$ cat src/rtl/seq_div_reconstruct_pkg.sv
// Shared definitions for the divider-result reconstruction unit.
// Latency: n/a (types, constants and helpers only).
// Backpressure: n/a.
package seq_div_reconstruct_pkg;

   // Default operand width, matching the companion 4-bit divider.
   localparam int DEF_WIDTH = 4;

   // FSM encoding; values are fixed so waveforms match the companion divider docs.
   typedef enum logic [1:0] {
      ST_IDLE = 2'd0,
      ST_RUN  = 2'd1,
      ST_DONE = 2'd2
   } state_e;

   // Step counter width: clog2 of the operand width, never narrower than one bit.
   function automatic int cnt_width(input int w);
      int c;
      c = $clog2(w);
      return (c < 1) ? 1 : c;
   endfunction

endpackage

$ cat src/rtl/seq_div_reconstruct.sv
// Rebuilds dividend = quotient*divisor + remainder with a shift-and-add loop, and flags legal triples.
// Latency: WIDTH+1 edges from acceptance to out_valid (acceptance edge plus WIDTH add/shift steps).
// Backpressure: in_ready only in IDLE; the result is held stable in DONE until out_ready is seen.
module seq_div_reconstruct
   import seq_div_reconstruct_pkg::*;
#(
   parameter int WIDTH = DEF_WIDTH
)
(
   input  logic                 clk,
   input  logic                 rst,
   input  logic                 in_valid,
   output logic                 in_ready,
   input  logic [WIDTH-1:0]     quotient,
   input  logic [WIDTH-1:0]     divisor,
   input  logic [WIDTH-1:0]     remainder,
   output logic                 out_valid,
   input  logic                 out_ready,
   output logic [2*WIDTH-1:0]   dividend,
   output logic                 consistent,
   output logic                 busy
);

   localparam int              CW   = cnt_width(WIDTH);
   localparam logic [CW-1:0]   LAST = CW'(WIDTH - 1);

   state_e                 state_q, state_d;
   logic [2*WIDTH-1:0]     acc_q, acc_d;
   logic [2*WIDTH-1:0]     mcand_q, mcand_d;
   logic [WIDTH-1:0]       mplier_q, mplier_d;
   logic [CW-1:0]          cnt_q, cnt_d;
   logic                   cons_r_q, cons_r_d;
   logic [2*WIDTH-1:0]     dividend_q, dividend_d;
   logic                   consistent_q, consistent_d;

   logic [2*WIDTH-1:0]     acc_step;
   logic                   legal;

   // A zero divisor is only legal with q=0 (divider returns r=dividend); otherwise r must be below d.
   always_comb begin
      legal = 1'b0;
      if (divisor == '0) begin
         legal = (quotient == '0);
      end else begin
         legal = (remainder < divisor);
      end
   end

   // One add step: accumulate the shifted divisor when the current quotient bit is set.
   // The 2*WIDTH accumulator holds at most 2^(2W)-2^W, so no carry-out is needed.
   always_comb begin
      acc_step = acc_q;
      if (mplier_q[0]) begin
         acc_step = acc_q + mcand_q;
      end
   end

   // Next-state and handshake outputs; every register defaults to holding its value.
   always_comb begin
      state_d      = state_q;
      acc_d        = acc_q;
      mcand_d      = mcand_q;
      mplier_d     = mplier_q;
      cnt_d        = cnt_q;
      cons_r_d     = cons_r_q;
      dividend_d   = dividend_q;
      consistent_d = consistent_q;
      in_ready     = 1'b0;
      out_valid    = 1'b0;
      busy         = 1'b1;

      unique case (state_q)
         ST_IDLE: begin
            in_ready = 1'b1;
            busy     = 1'b0;
            if (in_valid) begin
               acc_d    = {{WIDTH{1'b0}}, remainder};
               mcand_d  = {{WIDTH{1'b0}}, divisor};
               mplier_d = quotient;
               cnt_d    = '0;
               cons_r_d = legal;
               state_d  = ST_RUN;
            end
         end
         ST_RUN: begin
            // Fixed WIDTH steps, no early exit, so latency never depends on the operands.
            acc_d    = acc_step;
            mcand_d  = mcand_q << 1;
            mplier_d = mplier_q >> 1;
            cnt_d    = cnt_q + CW'(1);
            if (cnt_q == LAST) begin
               // Publish only at the end so outputs never show a partial sum.
               dividend_d   = acc_step;
               consistent_d = cons_r_q;
               state_d      = ST_DONE;
            end
         end
         ST_DONE: begin
            out_valid = 1'b1;
            if (out_ready) begin
               state_d = ST_IDLE;
            end
         end
         default: begin
            state_d = ST_IDLE;
         end
      endcase
   end

   // State register; reset aborts any operation in flight.
   always_ff @(posedge clk or posedge rst) begin
      if (rst) begin
         state_q <= ST_IDLE;
      end else begin
         state_q <= state_d;
      end
   end

   // Datapath and result registers.
   always_ff @(posedge clk or posedge rst) begin
      if (rst) begin
         acc_q        <= '0;
         mcand_q      <= '0;
         mplier_q     <= '0;
         cnt_q        <= '0;
         cons_r_q     <= 1'b0;
         dividend_q   <= '0;
         consistent_q <= 1'b0;
      end else begin
         acc_q        <= acc_d;
         mcand_q      <= mcand_d;
         mplier_q     <= mplier_d;
         cnt_q        <= cnt_d;
         cons_r_q     <= cons_r_d;
         dividend_q   <= dividend_d;
         consistent_q <= consistent_d;
      end
   end

   assign dividend   = dividend_q;
   assign consistent = consistent_q;

endmodule

$ cat config.mk
export PLATFORM = sky130hd
export DESIGN_NAME = seq_div_reconstruct
export DESIGN_NICKNAME = d
export VERILOG_FILES = /design/src/rtl/seq_div_reconstruct_pkg.sv /design/src/rtl/seq_div_reconstruct.sv
export SDC_FILE = /design/constraint.sdc
export NUM_CORES = 1
export LEC_CHECK = 0
export ABC_AREA = 1
export BUFFER_PORTS_ARGS = -buffer_cell sky130_fd_sc_hd__clkbuf_2
export CAP_MARGIN = 20
export CORE_ASPECT_RATIO = 1.1
export CORE_MARGIN = 4
export CORE_UTILIZATION = 55
export DETAILED_ROUTE_END_ITERATION = 12
export PLACE_DENSITY_LB_ADDON = 0.3
export SETUP_SLACK_MARGIN = 0.5
export SYNTH_ARGS = -nofsm -noshare
export SYNTH_HDL_FRONTEND = slang
export SYNTH_SLANG_ARGS = --single-unit
export TNS_END_PERCENT = 30
$ cat constraint.sdc
create_clock -name clk -period 3.4 [get_ports clk]
set_input_delay 0.68 -clock clk [delete_from_list [all_inputs] [get_ports clk]]
set_output_delay 0.68 -clock clk [all_outputs]
set_load 0.05 [all_outputs]
==> results of run 1 <==
-- routing by layer --
metal,part of all wire,wire (um)
met1,0.46,1820
met2,0.48,1910
met3,0.041,161
met4,0.013,53
met5,0,0
-- state kept, by name (all words and copies together) (netlist names) --
| register | flops |
|---|---|
| dividend | 8 |
| acc_q | 8 |
| cnt_q | 2 |
| consistent | 1 |
| cons_r_q | 1 |
| mcand_q | 8 |
| mplier_q | 4 |
| state_q | 2 |
-- cells in the final DEF, fill, tap and decap left out, types with 4 or more instances in the layout --
cell	n
o21ai_1	11
a21oi_1	5
clkbuf_2	27
dfrtp_1	34
ha_1	11
nor2_1	8
inv_2	4
inv_1	32
o21ai_0	5
o211ai_1	9
nand2_1	69
clkbuf_4	5
or2_2	4
o22ai_1	4
nand3_1	21
-- cells by family after synthesis --
kind of cell	share of synthesized area
AND/OR/NAND/NOR	0.259
buffers and inverters	0.0924
AO/OA/AOI/OAI	0.118
flip-flops	0.440
adder cells (fa/ha/maj)	0.0814
XOR/XNOR	0.00905
-- final cells by class --
type / count / area (sq um)
clock buffer: 5 / 37.5
clock inverter: 3 / 45.0
fill: 319 / 1180
inverter: 37 / 140
multi-input combinational: 165 / 906
sequential: 34 / 851
tap: 48 / 60.1
timing repair buffer: 28 / 143
-- per-stage QoR --
stage	worst slack, ns	power [W]
floorplan	1.45	0.00190
global placement	1.59	0.00214
detailed placement	1.52	0.00217
CTS	1.48	0.00248
global route	1.28	0.00271
finish	1.50	0.00247
-- tightest hold or removal path, stage by stage --
cell,delay (ns)
clkbuf_2,0.08
inv_1,0.04
buf_4,0.37
-- power breakdown --
| part | internal, W | leakage [nW] | switching, W |
|---|---|---|---|
| Sequential | 0.000597 | 0.425 | 0.000145 |
| Combinational | 0.000471 | 0.710 | 0.000955 |
| Clock | 0.000154 | 0.0374 | 0.000148 |
-- worst paths after layout --
path                       slack [ns]       start          end  depth (start not counted)
setup reg to reg                 1.50  state_q[0]     acc_q[3]                          8
hold / removal                   0.37         rst  dividend[1]                          3
setup / recovery                 1.50  state_q[0]     acc_q[3]                          8
max in group asynchronous        2.70         rst  mplier_q[2]                          3
hold reg to reg                  0.48    cnt_q[0]     cnt_q[0]                          1
min in group clk                 0.48    cnt_q[0]     cnt_q[0]                          1
==> metrics, run 1 <==
outcome=finished clean; Core Rows=22; Layout area overhead=12.7%; Tcrit/Tclk final=0.559; vias=~1600; final hold slack=between 0.3 and 0.4 ns; ys async rst share=1.00; total core area=about 3400 sq um; Post-synth EDFFs=0; most frequent CP cell=inv_2; Crit Path Max Fanout=22; syn avg cell area=8.00 sq um; global route hottest layer=met2; # port buffers=27; hold buffer count at CTS=0; Remaining Overflow, GRT=0; CP required=between 3 and 4 ns; #FFs+latches synth=34; Setup Crit Path Kind=register to register; Clk Latency, worst-skew pair=0.36 ns; Total Nets Final=roughly 300; Hold Path Class=primary input to async pin; Final setup viols=0; Critical Path End Type=register; Final Hold Fails=0; top-count cell post-synth=nand2_1; clk slew on worst S/H paths=0.13 ns; P per Cell Area=between 1000 and 1500 nW/um^2; Ys Warns=0; ys flop type=dfrtp_1; Layout Utilization=0.650; cell family with most CP delay=simple AND/OR/NAND/NOR gates; leakage power total=about 1.2 nW; Avg Vias per Cell=approximately 5.1; initial antenna violation count=0; maximum VDD drop=between 1 and 1.5 mV; Clock Tree Root=clkbuf_4; met1 Resource Use GR=0.243; vias in the first global route=around 1600; Synth top area share=0.440; die width=approximately 65 um; post-route cell area=around 2200 sq um; post-route setup TNS=0 ns; Synth Instances=roughly 240; Period minus WS final=~1.9 ns; Synth Net Count=270; first-pass GRT wire length=between 6000 and 7000 um; sequential fraction of the synthesis area=0.440; Antenna Violating Nets Remaining=0; H-tree depth=2; gpl congestion=between 0.8 and 0.9; Synth area leaders=dfrtp_1 (44%), nand2_1 (13%), ha_1 (7.1%); top post-synthesis cells by count=nand2_1 (69), dfrtp_1 (34), inv_1 (32); CP arrival=2.13 ns; clock sink total=34; WL per Instance=12.3 um; post_cts resized=0; Critical Path, Cell by Cell=inv_2 -> nor2_4 -> inv_2 -> nand2_2 -> inv_2 -> nand2_1 -> nand2_1 -> o21bai_1; starting DRC count in detailed routing=71; placed cells=approximately 310; Yosys top cell by area=dfrtp_1; First-pass DRT Iterations=4; io pins=28; fin cells=320; Post-Route WL=between 3000 and 4000 um; Max-Cap Viols=0; RSZ-0062 raised after global routing=false; DRC viols=0; CTS buffer count=5; clk buf depth=2; worst slew pin tran=just under 0.5 ns; Slew Viols, Final=0; Slew HR=0.672; Buf/Inv on CP=3; Die ar.=~4500 sq um; GRT Total Usage=0.193; Post-Place Cell Area=2100 sq um; startpoint class of the critical path=register; Clock Skew=approximately 0.021 ns; CP max stage cell=dfrtp_1; Distinct cells, synth=33; Max Freq=approximately 530 MHz; pin count of the biggest net entering global routing=35; Mapped Area=between 1500 and 2000 sq um; starting density of the core=0.576; share of cells above drive strength 1=0.184; met3 GRT Util=0.0434; CTS tree=built; hpwl dp=2960 um; setup bufs post-CTS=0; ANT cells=0; grt met2 use=0.323; Die Y-Extent=70.2 um; peak per-stage delay on the critical path=0.42 ns
No activity file was read; power rests on OpenSTA's default activity.
==> run 2: changes to the inputs <==
ABC_AREA = 0   (was 1)
CORE_UTILIZATION = 51   (was 55)
clock period = 1.7 ns   (was 3.4 ns; I/O delays follow)
==> run 2 against run 1 <==
Effect of this change: the flow now finishes with violations (negative setup slack); critical path depth rose by 1; sequential power rose by 110%; combinational power rose to 3.0 times the previous value; total power rose to 2.7 times the previous value; highest routed layer unchanged.
==> metrics, run 2 <==
GRT Total Usage=0.214 (+0.0208); vias=1780 (+8.5%); combinational share of power=0.646 (+0.069); Yosys top cell by area=dfrtp_1; ANT cells=0 (unchanged); Synth top area share=0.450 (+0.0102); FF-to-FF setup slack=-0.17 ns (-1.67 ns); clock share of power=0.116 (-0.006); met3 routed WL=243 um (+51%); Synth area leaders=dfrtp_1 (45%), nand2_1 (8.5%), ha_1 (7.3%); top routing layer in use=met4; Setup Crit Path Kind=register to register; Tcrit/Tclk final=1.10 (+0.542); total core area=3440 sq um (+2.5%); vias in the first global route=1604 (+1.7%); Met2 Routed Length=2930 um (+53%); crit path to=acc_q[6]; Synth Instances=207 (-14%); RSZ-0062 raised after global routing=true; most common cell after layout, fill and taps aside=nand2_1; Final Hold Fails=0 (unchanged); DRC viols=0 (unchanged); First-pass DRT Iterations=7 (+3); internal power=0.00362 W (+200%); failing checks=negative setup slack; clk slew on worst S/H paths=0.12 ns (about the same); top-count cell post-synth=nand2_1; DP Worst Slack=-0.122 ns (-1.64 ns); leakage power total=1.31 nW (+11%); Max Freq=534 MHz (+1.6%); gpl congestion=0.846 (-2.5%); Critical Path End Type=register; fin cells=305 (-4.7%); Ys Warns=0 (unchanged); first-pass GRT wire length=7650 um (+11%); reg2reg end=acc_q[6]; Clock Skew=0.0154 ns (-0.00585 ns); Distinct cells, synth=36 (+9.1%); Synth Net Count=235 (-13%); syn avg cell area=9.14 sq um (+14%); Layout area overhead=44.3%; Slew Viols, Final=0 (unchanged); met1 wire length=2180 um (+20%); Avg Vias per Cell=5.84 (+14%); Core Rows=22 (unchanged); pin count of the biggest net entering global routing=35 (unchanged); sw frac=0.450 (-0.0551); Fillers=210 (-34%); initial antenna violation count=0 (unchanged); maximum VDD drop=1.32 mV (+24%); # port buffers=27 (unchanged); starting DRC count in detailed routing=135 (+90%); Final setup viols=8 (+8); H-tree depth=2 (unchanged); Max-Cap Viols=0 (unchanged); Total Nets Final=284 (-5.0%); Power, Total=0.00658 W (+170%); CP required=1.95 ns (-1.68 ns); sequential cell fraction of total power=0.239 (-0.062); ys async rst share=1.00 (unchanged); P per Cell Area=2410 nW/um^2 (+110%); CP arrival=2.12 ns (about the same); outcome=finished with violations; #FFs+latches synth=34 (unchanged); placed cells=294 (-5.8%); share of cells above drive strength 1=0.447 (+0.264); Antenna Violating Nets Remaining=0 (unchanged); Mapped Area=1890 sq um (-2.3%); PnR worst setup slack=-0.172 ns (-1.67 ns); most frequent cells in the layout=nand2_1 (33), dfrtp_1 (32), buf_4 (24); ys flop type=dfrtp_1; WL per Instance=18.1 um (+47%); die width=66.1 um (+2.3%); NetSw=0.00296 W (+140%); Die Y-Extent=71.9 um (+2.4%); Post-Route WL=5530 um (+40%); Die ar.=4750 sq um (+4.8%); R2R cell count=9 (+1); Slew HR=0.706 (+0.0342); Hold Path Class=primary input to async pin; Clock Tree Root=clkbuf_4; worst slew pin tran=0.441 ns (-0.0513 ns); Post-synth EDFFs=0 (unchanged); io pins=28 (unchanged); clk buf depth=2 (unchanged); sequential fraction of the synthesis area=0.450 (+0.0102); Crit Path Max Fanout=2 (-91%); startpoint class of the critical path=register; RR Startpoint=mcand_q[0]; Clk Latency, worst-skew pair=0.36 ns (about the same); CTS buffer count=5 (unchanged); top post-synthesis cells by count=nand2_1 (43), dfrtp_1 (34), o21ai_0 (18); CTS tree=built; Worst Setup SP=mcand_q[0]; Period minus WS final=1.87 ns (-0.0296 ns); starting density of the core=0.550 (-0.0266); hpwl dp=3080 um (+4.2%); clock sink total=34 (unchanged); Remaining Overflow, GRT=0 (unchanged)
run 2: per-stage QoR:
| step | cell area (sq um) | hold slack [ns] | util | setup TNS, ns |
|---|---|---|---|---|
| 4_1_cts | 2540 | 0.0504 | 0.737 | -0.439 |
| 3_5_place_dp | 2230 | 0.446 | 0.648 | -0.542 |
| 5_1_grt | 2730 | 0.0783 | 0.793 | -1.33 |
| 6_report | 2730 | 0.0431 | 0.793 | -0.711 |
| 3_3_place_gp | 2230 | 0.438 | 0.648 | -0.351 |
| 2_1_floorplan | 1930 | 0.445 | - | -0.170 |
run 2: kinds of logic after synthesis:
logic type / share of synthesized area
and+or+nand+nor: 0.175
AOI/OAI and AO/OA: 0.181
DFF: 0.450
buffers and inverters: 0.0443
adders and majority gates: 0.0833
muxes: 0.0430
xor gates and xnor gates: 0.0231
run 2: final cells by class:
class                           instances  area (sq um)  share of cell area
Clock buffer                            5          37.5              0.0137
Tap cell                               48          60.1              0.0220
Clock inverter                          3          68.8              0.0252
Inverter                               11          41.3              0.0151
Sequential cell                        34           853               0.313
Multi-Input combinational cell        152          1210               0.442
Timing Repair Buffer                   52           463               0.170
run 2: worst min path at each step:
stage,slack [ns],cells after the start,end
detailed placement,0.45,3,dividend[0]
CTS,0.05,3,acc_q[3]
global route,0.08,3,cnt_q[0]
floorplan,0.45,2,mcand_q[0]
finish,0.04,3,cnt_q[1]
global placement,0.44,3,dividend[1]
run 2: layer usage:
layer | global-route usage | up-vias
met4 | 0.0813 | 0
met3 | 0.0533 | 22
met5 | 0 | -
met1 | 0.268 | 887
li1 | - | 812
met2 | 0.355 | 59
run 2: critical path, cell delays in order, from the launching register on:
cell and delay (ns):
dfrtp_1 0.38, ha_2 0.20, inv_2 0.04, fa_2 0.36, nor2b_4 0.13, o31a_1 0.16, o21a_1 0.16, nor2_4 0.05
xnor2_1 0.11, a22o_1 0.17
run 2: power by group through the flow:
| stage | Clock [W] | Sequential [W] | Combinational (W) |
|---|---|---|---|
| 4_1_cts | 0.000773 | 0.00149 | 0.00355 |
| 3_3_place_gp | 0 | 0.00145 | 0.00306 |
| 5_1_grt | 0.000804 | 0.00161 | 0.00452 |
| 2_1_floorplan | 0 | 0.00170 | 0.00202 |
| 3_5_place_dp | 0 | 0.00146 | 0.00312 |
| 6_report | 0.000760 | 0.00157 | 0.00425 |
run 2: timing repair:
action,4_1_cts,5_1_grt
hold buffers,0,0
buffers inserted,2,1
resized for setup,51,54
setup endpoints to repair,42,45
pin swaps,21,39
